File: config.mk
export PLATFORM = sky130hd
export DESIGN_NAME = popcount_word_gen
export DESIGN_NICKNAME = d
export VERILOG_FILES = /design/src/rtl/popcount_word_gen.sv
export SDC_FILE = /design/constraint.sdc
export NUM_CORES = 1
export LEC_CHECK = 0
export CORE_ASPECT_RATIO = 0.7
export CORE_MARGIN = 3
export CORE_UTILIZATION = 40
export DETAILED_ROUTE_END_ITERATION = 12
export HOLD_SLACK_MARGIN = 0.05
export PLACE_DENSITY = 0.84
export SYNTH_ARGS = -nofsm -noshare
export SYNTH_HDL_FRONTEND = slang
export SYNTH_SLANG_ARGS = --single-unit
File: constraint.sdc
create_clock -name clk -period 4.05 [get_ports clk]
set_clock_uncertainty 0.2 [all_clocks]
set_input_delay 0.81 -clock clk [delete_from_list [all_inputs] [get_ports clk]]
set_output_delay 0.81 -clock clk [all_outputs]
set_load 0.05 [all_outputs]
File: src/rtl/popcount_word_gen.sv
// ============================================================================
// Module   : popcount_word_gen
// Purpose  : Converts a requested ones-count into a burst of W-bit
//            thermometer words. The ones are packed from bit 0 upward. The
//            total population of the burst equals the requested count.
//            Used to source known-weight vectors for popcount/adder trees.
// Ports    : clk, rst        - clock, synchronous active-high reset
//            cnt_valid/ready - request handshake, cnt_data = ones count
//            word_valid/ready- output word handshake
//            word_data       - thermometer word
//            word_last       - final word of the burst
//            word_ones       - population of word_data (0..W)
//            busy            - burst in progress
//            err             - sticky checker error (0 without checker)
// Config   : define POPCHK_EN to build the optional popcount/total checker.
// Revision : 1.0 - initial release
// ============================================================================
`default_nettype none

module popcount_word_gen #(
  parameter int W  = 32,
  parameter int CW = 10,
  parameter int OW = $clog2(W + 1)
) (
  input  logic          clk,
  input  logic          rst,
  input  logic          cnt_valid,
  output logic          cnt_ready,
  input  logic [CW-1:0] cnt_data,
  output logic          word_valid,
  input  logic          word_ready,
  output logic [W-1:0]  word_data,
  output logic          word_last,
  output logic [OW-1:0] word_ones,
  output logic          busy,
  output logic          err
);

  localparam int            LW      = $clog2(W);
  localparam logic [CW:0]   c_W_EXT = (CW + 1)'(W);
  localparam logic [CW-1:0] c_W_CW  = CW'(W);

  typedef enum logic [0:0] {
    S_IDLE = 1'b0,
    S_EMIT = 1'b1
  } state_t;

  state_t        state_q, state_d;
  logic [CW-1:0] rem_q, rem_d;
  // Holds cnt_ready low for the first cycle after reset so the handshake
  // output stays purely registered.
  logic          rdy_q;

  logic          w_full;
  logic          w_last;

  assign w_full = ({1'b0, rem_q} >= c_W_EXT);
  assign w_last = ({1'b0, rem_q} <= c_W_EXT);

  always_ff @(posedge clk) begin
    if (rst) begin
      state_q <= S_IDLE;
      rem_q   <= '0;
      rdy_q   <= 1'b0;
    end else begin
      state_q <= state_d;
      rem_q   <= rem_d;
      rdy_q   <= 1'b1;
    end
  end

  always_comb begin
    state_d    = state_q;
    rem_d      = rem_q;
    cnt_ready  = 1'b0;
    word_valid = 1'b0;
    busy       = 1'b0;
    word_data  = '0;
    word_last  = 1'b0;
    word_ones  = '0;
    case (state_q)
      S_IDLE: begin
        cnt_ready = rdy_q;
        if (cnt_valid && rdy_q) begin
          rem_d   = cnt_data;
          state_d = S_EMIT;
        end
      end
      S_EMIT: begin
        word_valid = 1'b1;
        busy       = 1'b1;
        word_last  = w_last;
        if (w_full) begin
          word_data = '1;
          word_ones = OW'(W);
        end else begin
          // rem < W here, so only the low LW bits matter; inverting a
          // left-shifted all-ones mask yields (1 << rem) - 1 in W bits.
          word_data = ~({W{1'b1}} << rem_q[LW-1:0]);
          word_ones = OW'(rem_q[LW-1:0]);
        end
        if (word_ready) begin
          if (w_last) begin
            state_d = S_IDLE;
          end else begin
            // Only reached with rem > W, so no underflow.
            rem_d = rem_q - c_W_CW;
          end
        end
      end
      default: begin
        state_d = S_IDLE;
      end
    endcase
  end

`ifdef POPCHK_EN
  function automatic logic [OW-1:0] popcnt(input logic [W-1:0] v);
    logic [OW-1:0] s;
    s = '0;
    for (int i = 0; i < W; i++) begin
      s = s + OW'(v[i]);
    end
    return s;
  endfunction

  logic [CW-1:0] req_q;
  logic [CW:0]   acc_q;
  logic          err_q;
  logic [CW:0]   w_acc_sum;

  assign w_acc_sum = acc_q + (CW + 1)'(word_ones);

  always_ff @(posedge clk) begin
    if (rst) begin
      req_q <= '0;
      acc_q <= '0;
      err_q <= 1'b0;
    end else if (cnt_valid && cnt_ready) begin
      req_q <= cnt_data;
      acc_q <= '0;
    end else if (word_valid && word_ready) begin
      acc_q <= w_acc_sum;
      if (popcnt(word_data) != word_ones) begin
        err_q <= 1'b1;
      end
      if (word_last && (w_acc_sum != {1'b0, req_q})) begin
        err_q <= 1'b1;
      end
    end
  end

  assign err = err_q;
`else
  assign err = 1'b0;
`endif

endmodule

`default_nettype wire

-- Yosys cells after proc, flatten, opt, wreduce, memory -nomap -nowiden
Index checks and enable logic that the tools add are counted.
- register bits after elaboration: 12
- output and inout bits: 43
- $add $sub $neg: 1
- bitwise logic cells: 2
- multiplexer cells: 16
- $lt $le $gt $ge: 2
- shift operators: 1
- reductions and logical operators: 2
- equal/unequal tests: 3
- operators by type and width (kind ; number):
    2-to-1 mux 32 bit ; 2
    inverter 32 bit ; 1
    << shifter 32 x 5 -> 32 bit (first input constant) ; 1
    2-to-1 mux 10 bit ; 3
    one-hot mux 10 bit (2 select lines) ; 1
    2-to-1 mux 6 bit ; 2
    greater-or-equal comparator 10 x 6 -> 1 bit (second input constant) ; 1
    <= comparator 10 x 6 -> 1 bit (second input constant) ; 1
    subtractor 10 x 6 -> 10 bit (second input constant) ; 1
    2-to-1 mux 1 bit ; 7
    inequality test 2 bit (second input constant) ; 3
    AND reduction 3 bit ; 1
    one-hot mux 1 bit (2 select lines) ; 1
    logical AND 1 bit ; 1
    inverter 1 bit ; 1

-- Depth between registers and ports, before layout
- depth in word-level cells: 4
- mapped depth: 6

-- Worst setup path before layout
No wires, ideal clock.
- kind: flip-flop to output port
- start point: register state_q
- end point: output word_data[17]
- setup slack: 0.484 ns
- data required time: 3.040 ns
- arrival time: 2.556 ns
- stages on the path, launching flop included: 5
- cells stage by stage: dfxtp_1 buf_1 clkbuf_1 nand2_1 o21ai_0
- word-level cells in the longest chain between the ends: 1
- ends and longest elaborated chain (element ; line ; RTL):
    start, declared ; 48 ; state_t state_q, state_d;
    start signal, assigned ; 66 ; state_q <= state_d;
    2-to-1 mux 32 bit ; 81 ; case (state_q)
    end, declared ; 32 ; output logic [W-1:0] word_data,
No other way between the ends.

-- Worst setup path after layout
- start point: register rem_q[7]
- end point: output word_data[10]
- word-level cells in the longest chain between the ends: 3
- ends and longest elaborated chain (element ; line ; RTL):
    start, declared ; 49 ; logic [CW-1:0] rem_q, rem_d;
    start signal, assigned ; 67 ; rem_q <= rem_d;
    greater-or-equal comparator 10 x 6 -> 1 bit ; 57 ; assign w_full = ({1'b0, rem_q} >= c_W_EXT);
    2-to-1 mux 32 bit ; 93 ; if (w_full) begin
    2-to-1 mux 32 bit ; 81 ;
No other way between the ends.

==> results.yml <==
power:
  powerDensity_nw_per_um2: 334
  irDropWorstVdd_mv: 0.182
  p_leak_nw: 0.629
worst_setup_path:
  cp_slowest_cell: "clkdlybuf4s50_1"
  crit_fanout: 16
  cp_slowest_stage_delay_ns: 0.74
  reg2reg_depth: 5
  path_delay_family: "buffers and inverters"
  path_buf_inv: 1
  critPathRequiredTime_ns: 3.04
  worstSetupStartpointType: "flop"
  cp_cell_sequence: "nor3_1 -> nand2_1 -> o21ai_2 -> o21ai_1 -> clkdlybuf4s50_1"
  cp.depth: 5
  worstSetupPathType: "reg2out"
  endpoint_kind: "output port"
  arrival_ns: 2.62
detailed_routing:
  drc: 0
  drtAntennaViolNets: 0
  first_pass_iters: 5
  via_count: 1264
  viasPerCell: 5.59
  drt-initial-drc-count: 81
  routed_wl_um: 3260
  wl_per_cell_um: 14.4
place:
  dp.cells: 222
  place_ws_ns: 0.827
  dpl.hpwl_um: 2470
  place_congestion: 0.891
  io_buffer_count: 55
outcome:
  status: "complete, no violations"
global_routing:
  grt_overflow_total: 0
  grt_start_max_net_pins: 19
  antenna_found_initial: 0
  grt_pass1_wl_um: 4930
  grt_pass1_vias: 1028
  track_usage: 0.207
job:
  drv_cap: 0
finish:
  final_nets: 210
  final_cells: 226
  drive_above_1_share: 0.0670
  synthToLayoutAreaGrowth_pct: 57.6
  antenna_cells: 0
clocking:
  clockBufferDepth: 2
  cts-root-buf: "clkbuf_4"
  clock_sinks: 12
  cts.clk_slew.worst_paths_ns: 0.09
  cts_tree: "yes"
  numCtsBuffers: 3
  htree_levels: 1
  hold_buffers: 0
  ctsResizeCount: 0
  worstSkewPairLatency_ns: 0.29
  cts_setup_buffers: 0
logic_synthesis:
  synth_top_flop_cell: "dfxtp_1"
  synth_common_cells: "18 x o21ai_1, 17 x nand2_1, 14 x nor2_1"
  syn_area_um2: 993
  synth_area_leader_cell: "dfxtp_1"
  yosysWarnings: 0
  synth-async-reset-ratio: 0
  synth_edf_count: 0
  netlist_top_cells_area: "dfxtp_1 24%, o21ai_1 9.1%, nand2_1 6.4%"
  synth.most_common_cell: "o21ai_1"
  synth_seq_cells: 12
  syn-instance-count: 147
  synth_top_area_share: 0.242
  syn_area_per_cell_um2: 6.76
  syn_nets: 162
  ys_types: 33
  yosysSeqAreaShare: 0.242
die:
  dieArea_um2: 3130
  rows: 14
  ios: 57
  die_w_um: 65.6
  chipHeight_um: 47.7
  start_util: 0.440
  core_area_um2: 2260
sta:
  finalSetupViolCount: 0
  tightest_slew_ns: 0.559
  maxSlewHeadroom: 0.627
  fmaxAchievable_mhz: 276
  hold_viol_final: 0
  rsz0062_at_grt: "false"
  setup_ws_ns: 0.420
  final_max_slew_viol_count: 0
  finalSetupTns_ns: 0
  period_needed_ns: 3.63
  fin_crit_sh: 0.896
hold_path:
  hp-class: "reg2reg"
  hold-path-cell-count: 2
-- layout by cell type (no fill, tap or decap), types with 2 or more instances in the layout --
cell             instances
o21ai_1                 18
inv_1                    7
dfxtp_1                 12
nand2_1                 17
nor3_1                   5
and3_1                   6
clkdlybuf4s50_1         55
a21oi_1                  9
clkbuf_4                 3
a311oi_1                 3
o21ai_0                  8
nor2b_1                  3
and2_1                   2
inv_2                    3
o32ai_1                  4
mux2i_1                  5
nand3_1                  3
nor2_1                  14
a31oi_1                  3
-- final cells by class --
class,instances,area [um^2]
Fill cell,171,694
Multi-Input combinational cell,112,653
Timing Repair Buffer,56,558
Sequential cell,12,240
Tap cell,32,40.0
Inverter,10,37.5
Clock buffer,4,36.3
-- path summary, 6_finish.rpt --
kind | slack, ns | endpoint | from
max reg2reg | 1.90 | rem_q[9]$_SDFFE_PP0P_ | state_q$_SDFF_PP0_
max | 0.42 | word_data[10] | rem_q[7]$_SDFFE_PP0P_
min reg2reg | 0.33 | rem_q[9]$_SDFFE_PP0P_ | rem_q[9]$_SDFFE_PP0P_
min | 0.33 | rem_q[9]$_SDFFE_PP0P_ | rem_q[9]$_SDFFE_PP0P_
-- where the power goes --
group | switching, mW | leakage (nW) | total, mW | internal [mW]
Clock | 0.0457 | 0.0210 | 0.100 | 0.0547
Combinational | 0.185 | 0.510 | 0.281 | 0.0957
Sequential | 0.0159 | 0.0982 | 0.142 | 0.126
Total | 0.247 | 0.629 | 0.523 | 0.277
-- worst min-delay path: cells and delay by family, from the launching register on --
kind	cells	cell delay [ns]
AOI/OAI and AO/OA	1	0.06
DFF	1	0.36
and+or+nand+nor	1	0.07
-- cell families after synthesis --
| group | share of synthesized area |
|---|---|
| AOI/OAI and AO/OA | 0.319 |
| adders and majority gates | 0.0126 |
| buffers and inverters | 0.101 |
| DFF | 0.242 |
| muxes | 0.0504 |
| other | 0.00377 |
| and+or+nand+nor | 0.272 |
-- flip-flops by register name (all words and copies together) (netlist names) --
register,flops
rem_q,10
rdy_q,1
state_q,1
-- metal layers --
metal  global-route usage  part of all wire
met4               0.0537            0.0068
met2                0.340              0.47
met5                    0                 0
met1                0.274              0.45
met3               0.0563             0.075
-- stage by stage --
step	total power, mW	utilization	area (um^2)	hold WS [ns]
floorplan	0.337	-	993	0.285
global placement	0.418	0.677	1530	0.295
detailed placement	0.422	0.677	1530	0.311
CTS	0.523	0.693	1570	0.330
global route	0.544	0.693	1570	0.371
finish	0.523	0.693	1570	0.331
No activity file was read; power rests on OpenSTA's default activity.
